**src/rtl/mem_stage_pkg.sv**
```systemverilog
// Shared pipeline definitions for the M stage and its neighbours.
// Holds the XM/MW bundle layouts, IF feedback, data-memory depth and counter width.
// Pure type/constant package: no logic, no latency, no flow control.
package mem_stage_pkg;

    // log2 of data-memory depth in 32-bit words
    localparam int MemAddrWidth = 4;
    // width of the saturating load/store counters
    localparam int CntWidth     = 16;

    localparam logic ENABLE  = 1'b1;
    localparam logic DISABLE = 1'b0;

    typedef logic [31:0] Register;
    typedef logic [31:0] ProgramCounter;
    typedef logic [4:0]  RegIdx;

    // Controls consumed in the M stage itself
    typedef struct packed {
        logic read_mem;
        logic write_mem;
        logic fpu_to_mem;   // address/store data come from the FPU side
        logic branch;
        logic jmp;
    } M_ctrl;

    // Controls carried through to write-back
    typedef struct packed {
        logic reg_write;
        logic fp_reg_write;
        logic mem_to_reg;
        logic fpu_to_wb;    // M-stage result comes from the FPU side
    } MW_ctrl;

    typedef struct packed {
        M_ctrl  m;
        MW_ctrl mw;
    } XM_ctrl;

    typedef struct packed {
        Register       alu_addr;
        Register       fpu_addr;
        Register       alu_val;
        Register       fpu_val;
        RegIdx         dst;
        logic          alu_zero;
        ProgramCounter pc_branch;
    } XM_data;

    typedef struct packed {
        Register mem;
        Register alu;
        RegIdx   dst;
    } WB_input;

    typedef struct packed {
        logic          branch;
        logic          alu_zero;
        logic          jmp;
        ProgramCounter pc_branch;
        ProgramCounter pc_jmp;
        logic          stall;
    } IF_input;

    typedef struct packed {
        logic [CntWidth-1:0] ld_count;
        logic [CntWidth-1:0] st_count;
    } M_stats;

    function automatic logic is_word_aligned(input Register addr);
        return addr[1:0] == 2'b00;
    endfunction

endpackage

```
**src/rtl/mem_stage_data_mem.sv**
```systemverilog
// Word-addressed data memory: one synchronous write port, one combinational read port.
// Latency: write lands at the rising edge; read is same-cycle and returns the pre-write word.
// No backpressure: the caller qualifies i_wr_en; reset clears every word asynchronously.
// Ports: clk, rst_n; i_wr_en/i_wr_idx/i_wr_dat write port; i_rd_idx -> o_rd_dat read port.
module data_mem
    import mem_stage_pkg::*;
#(
    parameter int MemAddrWidth = mem_stage_pkg::MemAddrWidth
) (
    input  logic                    clk,
    input  logic                    rst_n,
    input  logic                    i_wr_en,
    input  logic [MemAddrWidth-1:0] i_wr_idx,
    input  Register                 i_wr_dat,
    input  logic [MemAddrWidth-1:0] i_rd_idx,
    output Register                 o_rd_dat
);

    localparam int Depth = 1 << MemAddrWidth;

    Register r_mem [Depth];

    // Flop array rather than a RAM macro so reset can clear every word.
    always_ff @(posedge clk or negedge rst_n) begin
        if (!rst_n) begin
            for (int i = 0; i < Depth; i++) begin
                r_mem[i] <= '0;
            end
        end else if (i_wr_en) begin
            r_mem[i_wr_idx] <= i_wr_dat;
        end
    end

    assign o_rd_dat = r_mem[i_rd_idx];

endmodule

```
**src/rtl/mem_stage.sv**
```systemverilog
// M stage: selects address/data, performs loads/stores on data_mem, owns the MW register.
// Latency: loads and results reach wb_out one cycle later; fwd_val and if_ctrl are combinational.
// Backpressure: stall holds MW and blocks the write; flush (higher priority) bubbles MW.
// Ports: clk, rst_n; xm_ctrl/xm_data/pc_jmp in; stall/flush in; mw_ctrl/wb_out registered out;
//        fwd_val/if_ctrl combinational out; misalign_err sticky; ld_count/st_count saturating.
module mem_stage
    import mem_stage_pkg::*;
#(
    parameter int MemAddrWidth = mem_stage_pkg::MemAddrWidth,
    parameter int CntWidth     = mem_stage_pkg::CntWidth
) (
    input  logic                clk,
    input  logic                rst_n,
    input  XM_ctrl              xm_ctrl,
    input  XM_data              xm_data,
    input  ProgramCounter       pc_jmp,
    input  logic                stall,
    input  logic                flush,
    output MW_ctrl              mw_ctrl,
    output WB_input             wb_out,
    output Register             fwd_val,
    output IF_input             if_ctrl,
    output logic                misalign_err,
    output logic [CntWidth-1:0] ld_count,
    output logic [CntWidth-1:0] st_count
);

    Register                 w_addr;
    Register                 w_sdata;
    Register                 w_res;
    Register                 w_mem_rdata;
    Register                 w_rdata;
    logic [MemAddrWidth-1:0] w_index;
    logic                    w_aligned;
    logic                    w_live;
    logic                    w_ld_evt;
    logic                    w_st_evt;
    logic                    w_misalign_evt;
    logic                    w_unused;

    MW_ctrl                  r_mw_ctrl;
    WB_input                 r_wb;
    logic                    r_misalign_err;
    logic [CntWidth-1:0]     r_ld_count;
    logic [CntWidth-1:0]     r_st_count;

    // ---------------- source selection ----------------
    assign w_addr  = xm_ctrl.m.fpu_to_mem ? xm_data.fpu_addr : xm_data.alu_addr;
    assign w_sdata = xm_ctrl.m.fpu_to_mem ? xm_data.fpu_val  : xm_data.alu_val;
    assign w_res   = xm_ctrl.mw.fpu_to_wb ? xm_data.fpu_addr : xm_data.alu_addr;

    // Upper address bits are dropped: the memory aliases across the 32-bit space.
    assign w_index   = w_addr[MemAddrWidth+1:2];
    assign w_aligned = is_word_aligned(w_addr);
    assign w_unused  = ^w_addr[31:MemAddrWidth+2];

    assign w_live         = ~stall & ~flush;
    assign w_ld_evt       = w_live & xm_ctrl.m.read_mem  & w_aligned;
    assign w_st_evt       = w_live & xm_ctrl.m.write_mem & w_aligned;
    assign w_misalign_evt = w_live & (xm_ctrl.m.read_mem | xm_ctrl.m.write_mem) & ~w_aligned;

    // ---------------- data memory ----------------
    data_mem #(
        .MemAddrWidth (MemAddrWidth)
    ) u_data_mem (
        .clk      (clk),
        .rst_n    (rst_n),
        .i_wr_en  (w_st_evt),
        .i_wr_idx (w_index),
        .i_wr_dat (w_sdata),
        .i_rd_idx (w_index),
        .o_rd_dat (w_mem_rdata)
    );

    // A misaligned load returns zero instead of a shifted/partial word.
    assign w_rdata = (xm_ctrl.m.read_mem & w_aligned) ? w_mem_rdata : '0;

    // ---------------- MW pipeline register ----------------
    always_ff @(posedge clk or negedge rst_n) begin
        if (!rst_n) begin
            r_mw_ctrl <= '0;
            r_wb      <= '0;
        end else if (flush) begin
            r_mw_ctrl <= '0;
            r_wb      <= '0;
        end else if (!stall) begin
            r_mw_ctrl  <= xm_ctrl.mw;
            r_wb.mem   <= w_rdata;
            r_wb.alu   <= w_res;
            r_wb.dst   <= xm_data.dst;
        end
    end

    // ---------------- sticky error and statistics ----------------
    always_ff @(posedge clk or negedge rst_n) begin
        if (!rst_n) begin
            r_misalign_err <= 1'b0;
            r_ld_count     <= '0;
            r_st_count     <= '0;
        end else begin
            if (w_misalign_evt) begin
                r_misalign_err <= 1'b1;
            end
            // Counters stop at all-ones so a long run never reads as a small count.
            if (w_ld_evt && (r_ld_count != '1)) begin
                r_ld_count <= r_ld_count + 1'b1;
            end
            if (w_st_evt && (r_st_count != '1)) begin
                r_st_count <= r_st_count + 1'b1;
            end
        end
    end

    // ---------------- outputs ----------------
    assign mw_ctrl      = r_mw_ctrl;
    assign wb_out       = r_wb;
    assign fwd_val      = w_res;
    assign misalign_err = r_misalign_err;
    assign ld_count     = r_ld_count;
    assign st_count     = r_st_count;

    // Fetch qualifies these itself, so they are passed through ungated.
    assign if_ctrl.branch    = xm_ctrl.m.branch;
    assign if_ctrl.alu_zero  = xm_data.alu_zero;
    assign if_ctrl.jmp       = xm_ctrl.m.jmp;
    assign if_ctrl.pc_branch = xm_data.pc_branch;
    assign if_ctrl.pc_jmp    = pc_jmp;
    assign if_ctrl.stall     = DISABLE;

endmodule

```
**config.mk**
```make
export PLATFORM = sky130hd
export DESIGN_NAME = mem_stage
export DESIGN_NICKNAME = d
export VERILOG_FILES = /design/src/rtl/mem_stage_pkg.sv /design/src/rtl/mem_stage_data_mem.sv /design/src/rtl/mem_stage.sv
export SDC_FILE = /design/constraint.sdc
export NUM_CORES = 1
export LEC_CHECK = 0
export BUFFER_PORTS_ARGS = -buffer_cell sky130_fd_sc_hd__buf_4
export CAP_MARGIN = 25
export CORE_AREA = 10 10 298 300
export DETAILED_ROUTE_END_ITERATION = 6
export DIE_AREA = 0 0 308 310
export GPL_ROUTABILITY_DRIVEN = 0
export GPL_TIMING_DRIVEN = 0
export PLACE_DENSITY = 0.6
export SLEW_MARGIN = 20
export SYNTH_ARGS = -nofsm -noshare
export SYNTH_HDL_FRONTEND = slang
export SYNTH_SLANG_ARGS = --single-unit
```
**constraint.sdc**
```tcl
create_clock -name clk -period 2.15 [get_ports clk]
set_clock_uncertainty 0.05 [all_clocks]
set_input_delay 0.1075 -clock clk [delete_from_list [all_inputs] [get_ports clk]]
set_output_delay 0.1075 -clock clk [all_outputs]
set_load 0.01 [all_outputs]
```
==> flow_summary_export.csv <==
group,metric,value,unit
run_status,status,"finished, violations left",
run_status,violations,"hold timing, setup timing",
setup_path,crit_arrival,2.66,ns
placement,dpl_cell_area,32800,sq um
final_layout,layout-drive-gt1-share,0.206,
logic_synthesis,ys_seq_area_frac,0.539,
global_route,grt_pass1_wl,192,mm
drt,dr.pass1.iters,5,
clock_network,cts_max_level,3,
final_layout,area_growth,27.9,%
pwr,p_leak,17.3,nW
setup_path,cp-endpoint,"wb_out[67]",
setup_path,crit_start,"xm_ctrl[6]",
timing,fmax,0.450,GHz
worst_hold_path,worst_hold_path_type,"in2reg",
setup_path,worst_ep_required_time,2.59,ns
placement,place_hpwl,89.9,mm
setup_path,ff2ff_path_depth,6,
global_route,antenna_found_initial,5,
final_layout,stdcell_area,36700,sq um
drt,routed_wl,135,mm
logic_synthesis,syn_inst,3029,
timing,setup_violations,8,
setup_path,path_max_fanout,10,
run,cap_violations,0,
placement,portBuffers,344,
floorplan,rows,106,
clock_network,cts-buffers-inserted,70,
setup_path,crit_cells,8,
logic_synthesis,synth_cell_types,50,
timing,fin_ws,-0.0724,ns
floorplan,core_area,82900,sq um
timing,slew_headroom,0.306,
timing,fin_crit,2.22,ns
drt,wl_per_cell,28.5,um
setup_path,reg2reg_slack,0.20,ns
setup_path,crit_chain,"buf_4, or3b_2, buf_2, clkdlybuf4s15_1, a21oi_1, nor4_1, o22a_1, a32o_1",
global_route,grt_overflow,0,
setup_path,worst-path-buf-inv,3,
timing,setup_tns,-0.237,ns
timing,tightest_slew,1.04,ns
logic_synthesis,ys.flop_type,"dfrtp_1",
clock_network,clk_path_buf_depth,3,
logic_synthesis,yosys-top-cells-area,"dfrtp_1 (54%), a21oi_1 (7.8%), a21o_1 (5.9%)",
logic_synthesis,ys_ff_latch,618,
setup_path,critPathMaxStageDelay,0.67,ns
setup_path,critical_path.top_delay_family,"buffers and inverters",
final_layout,final_core_util,0.443,
floorplan,pin_count,417,
drt,vias_per_cell,5.87,
logic_synthesis,ys_warn_count,0,
setup_path,r2r_end,"st_count[6]",
logic_synthesis,synth_edf_count,0,
timing,hold_ws,-0.0149,ns
drt,ant_nets,0,
drt,drtIter0Drc,3614,
setup_path,critical_path_class,"in2reg",
global_route,grt_pass1_vias,27317,
timing,finalMaxSlewViolations,0,
setup_path,end_kind,"flip-flop",
logic_synthesis,syn_avg_cell_area,9.48,sq um
final_layout,final_cell_mix,"dfrtp_1 (618), a21oi_1 (448), buf_4 (424)",
drt,via_count,27704,
logic_synthesis,syn-num-nets,3242,
floorplan,die_y,310,um
final_layout,final_common_cell,"dfrtp_1",
final_layout,nets,3806,
logic_synthesis,ys_async_sr_fraction,1.00,
timing,finalHoldViolCount,3,
clock_network,clkTransAtPathRegs,0.06,ns
setup_path,rr_startpoint,"st_count[0]",
global_route,grt_util_all_layers,0.272,
logic_synthesis,synth_area,28700,sq um
timing,rsz0062_at_grt,"yes",
global_route,grt_max_degree,97,
drt,remaining_drc_errors,0,
floorplan,die_x,308,um
clock_network,cts_sinks,618,
clock_network,clkLatencyLatePin,0.62,ns
clock_network,cts_tree,"yes",
floorplan,dieArea,95500,sq um
logic_synthesis,synth.largest_area_cell,"dfrtp_1",
setup_path,worst_path_max_delay_cell,"clkdlybuf4s15_1",
pwr,p_per_area,788,nW/um^2
timing,finalCritPeriodShare,1.03,
setup_path,start_kind,"input port",
floorplan,initial_utilization,0.346,
final_layout,fill_cells,8076,
logic_synthesis,synth_top_cell_area_share,0.539,
pwr,ir_drop,439,uV
pwr,power,28.9,mW
clock_network,root_buffer,"clkbuf_16",
## kinds of logic after synthesis
family,Yosys count,synth area share
compound gates,1165,0.243
simple gates,782,0.119
flops,618,0.539
buf+inv,356,0.0609
mux,76,0.0280
xor+xnor,29,0.00885
fa+ha+maj,2,0.000872
other cells,1,0.000131
## final cells by class
type / count / area [sq um] / share of cell area
Clock inverter: 12 / 126 / 0.00344
Antenna cell: 4 / 10.0 / 0.000273
Tap cell: 1080 / 1350 / 0.0368
Inverter: 1 / 3.75 / 0.000102
Multi-Input combinational cell: 2055 / 11700 / 0.318
Sequential cell: 618 / 15500 / 0.421
Buffer: 353 / 1850 / 0.0503
Clock buffer: 105 / 2020 / 0.0552
Timing Repair Buffer: 494 / 4190 / 0.114
## cell usage after synthesis (19+ instances only)
cell / count
a21o_1: 224
mux2i_1: 41
a32o_1: 33
buf_4: 72
nor3_1: 37
mux2_2: 35
a41oi_1: 32
o21ai_0: 322
o22a_1: 33
clkbuf_1: 187
xnor2_1: 19
a21oi_1: 448
dfrtp_1: 618
o21ai_1: 31
nand3_1: 21
nand2_1: 371
o2111ai_1: 32
buf_2: 72
nor2_1: 214
nor2b_1: 35
nor4_1: 65
## registers in the layout, summed over array words and instances (netlist names)
signal / cells
mw_ctrl: 4
wb_out: 69
st_count: 16
misalign_err: 1
ld_count: 16
u_data_mem.r_mem: 512
## through the flow
stage / setup slack [ns] / std cells
3_3_place_gp: -6.28 / 4453
2_1_floorplan: 0.348 / 3029
6_report: -0.0724 / 4722
4_1_cts: 0.00162 / 4703
3_5_place_dp: -1.16 / 4463
5_1_grt: -0.0287 / 4719
## worst reg2reg max path: stages, from the launching register on
cell and delay, ns:
dfrtp_1 0.43, ha_1 0.24, nand3_1 0.16, nor4_2 0.10, nor3_1 0.52, nand3_1 0.18, xnor2_1 0.15
## power by group
group / switching, mW / internal, mW / leakage (nW)
logic: 2.59 / 1.81 / 7.82
registers: 0.467 / 12.3 / 8.48
clock network: 4.99 / 6.72 / 1.05
total: 8.04 / 20.9 / 17.3
## per-layer routing
layer  wire length, um  track usage  share of wire  vias to the layer above
li1                  -            -              -                    11725
met1             51000        0.336           0.38                    13538
met2             59000        0.415           0.44                     1979
met3             16800       0.0930           0.13                      456
met4              7700        0.145          0.057                        6
met5               114      0.00310        0.00085                        -
## worst min path at each step
stage | start | end | slack, ns | depth (start not counted)
after floorplan | rst_n | ld_count[0] | -0.24 | 0
after global routing | xm_data[137] | wb_out[8] | 0.03 | 4
after CTS | xm_data[81] | u_data_mem.r_mem[331] | 0.0005 | 3
after global placement | xm_ctrl[1] | mw_ctrl[1] | 0.30 | 3
after detailed placement | rst_n | wb_out[31] | 0.12 | 1
final | xm_data[39] | u_data_mem.r_mem[257] | -0.01 | 3
## repair_timing
| item | CTS | global route |
|---|---|---|
| setup buffers | 5 | 3 |
| pin swaps | 2 | 0 |
| endpoints found under the setup margin | 402 | 535 |
| hold endpoints to repair | 270 | 30 |
| hold buffers | 119 | 10 |
| gates resized for setup | 45 | 112 |
(Power assumes the default switching activity.)
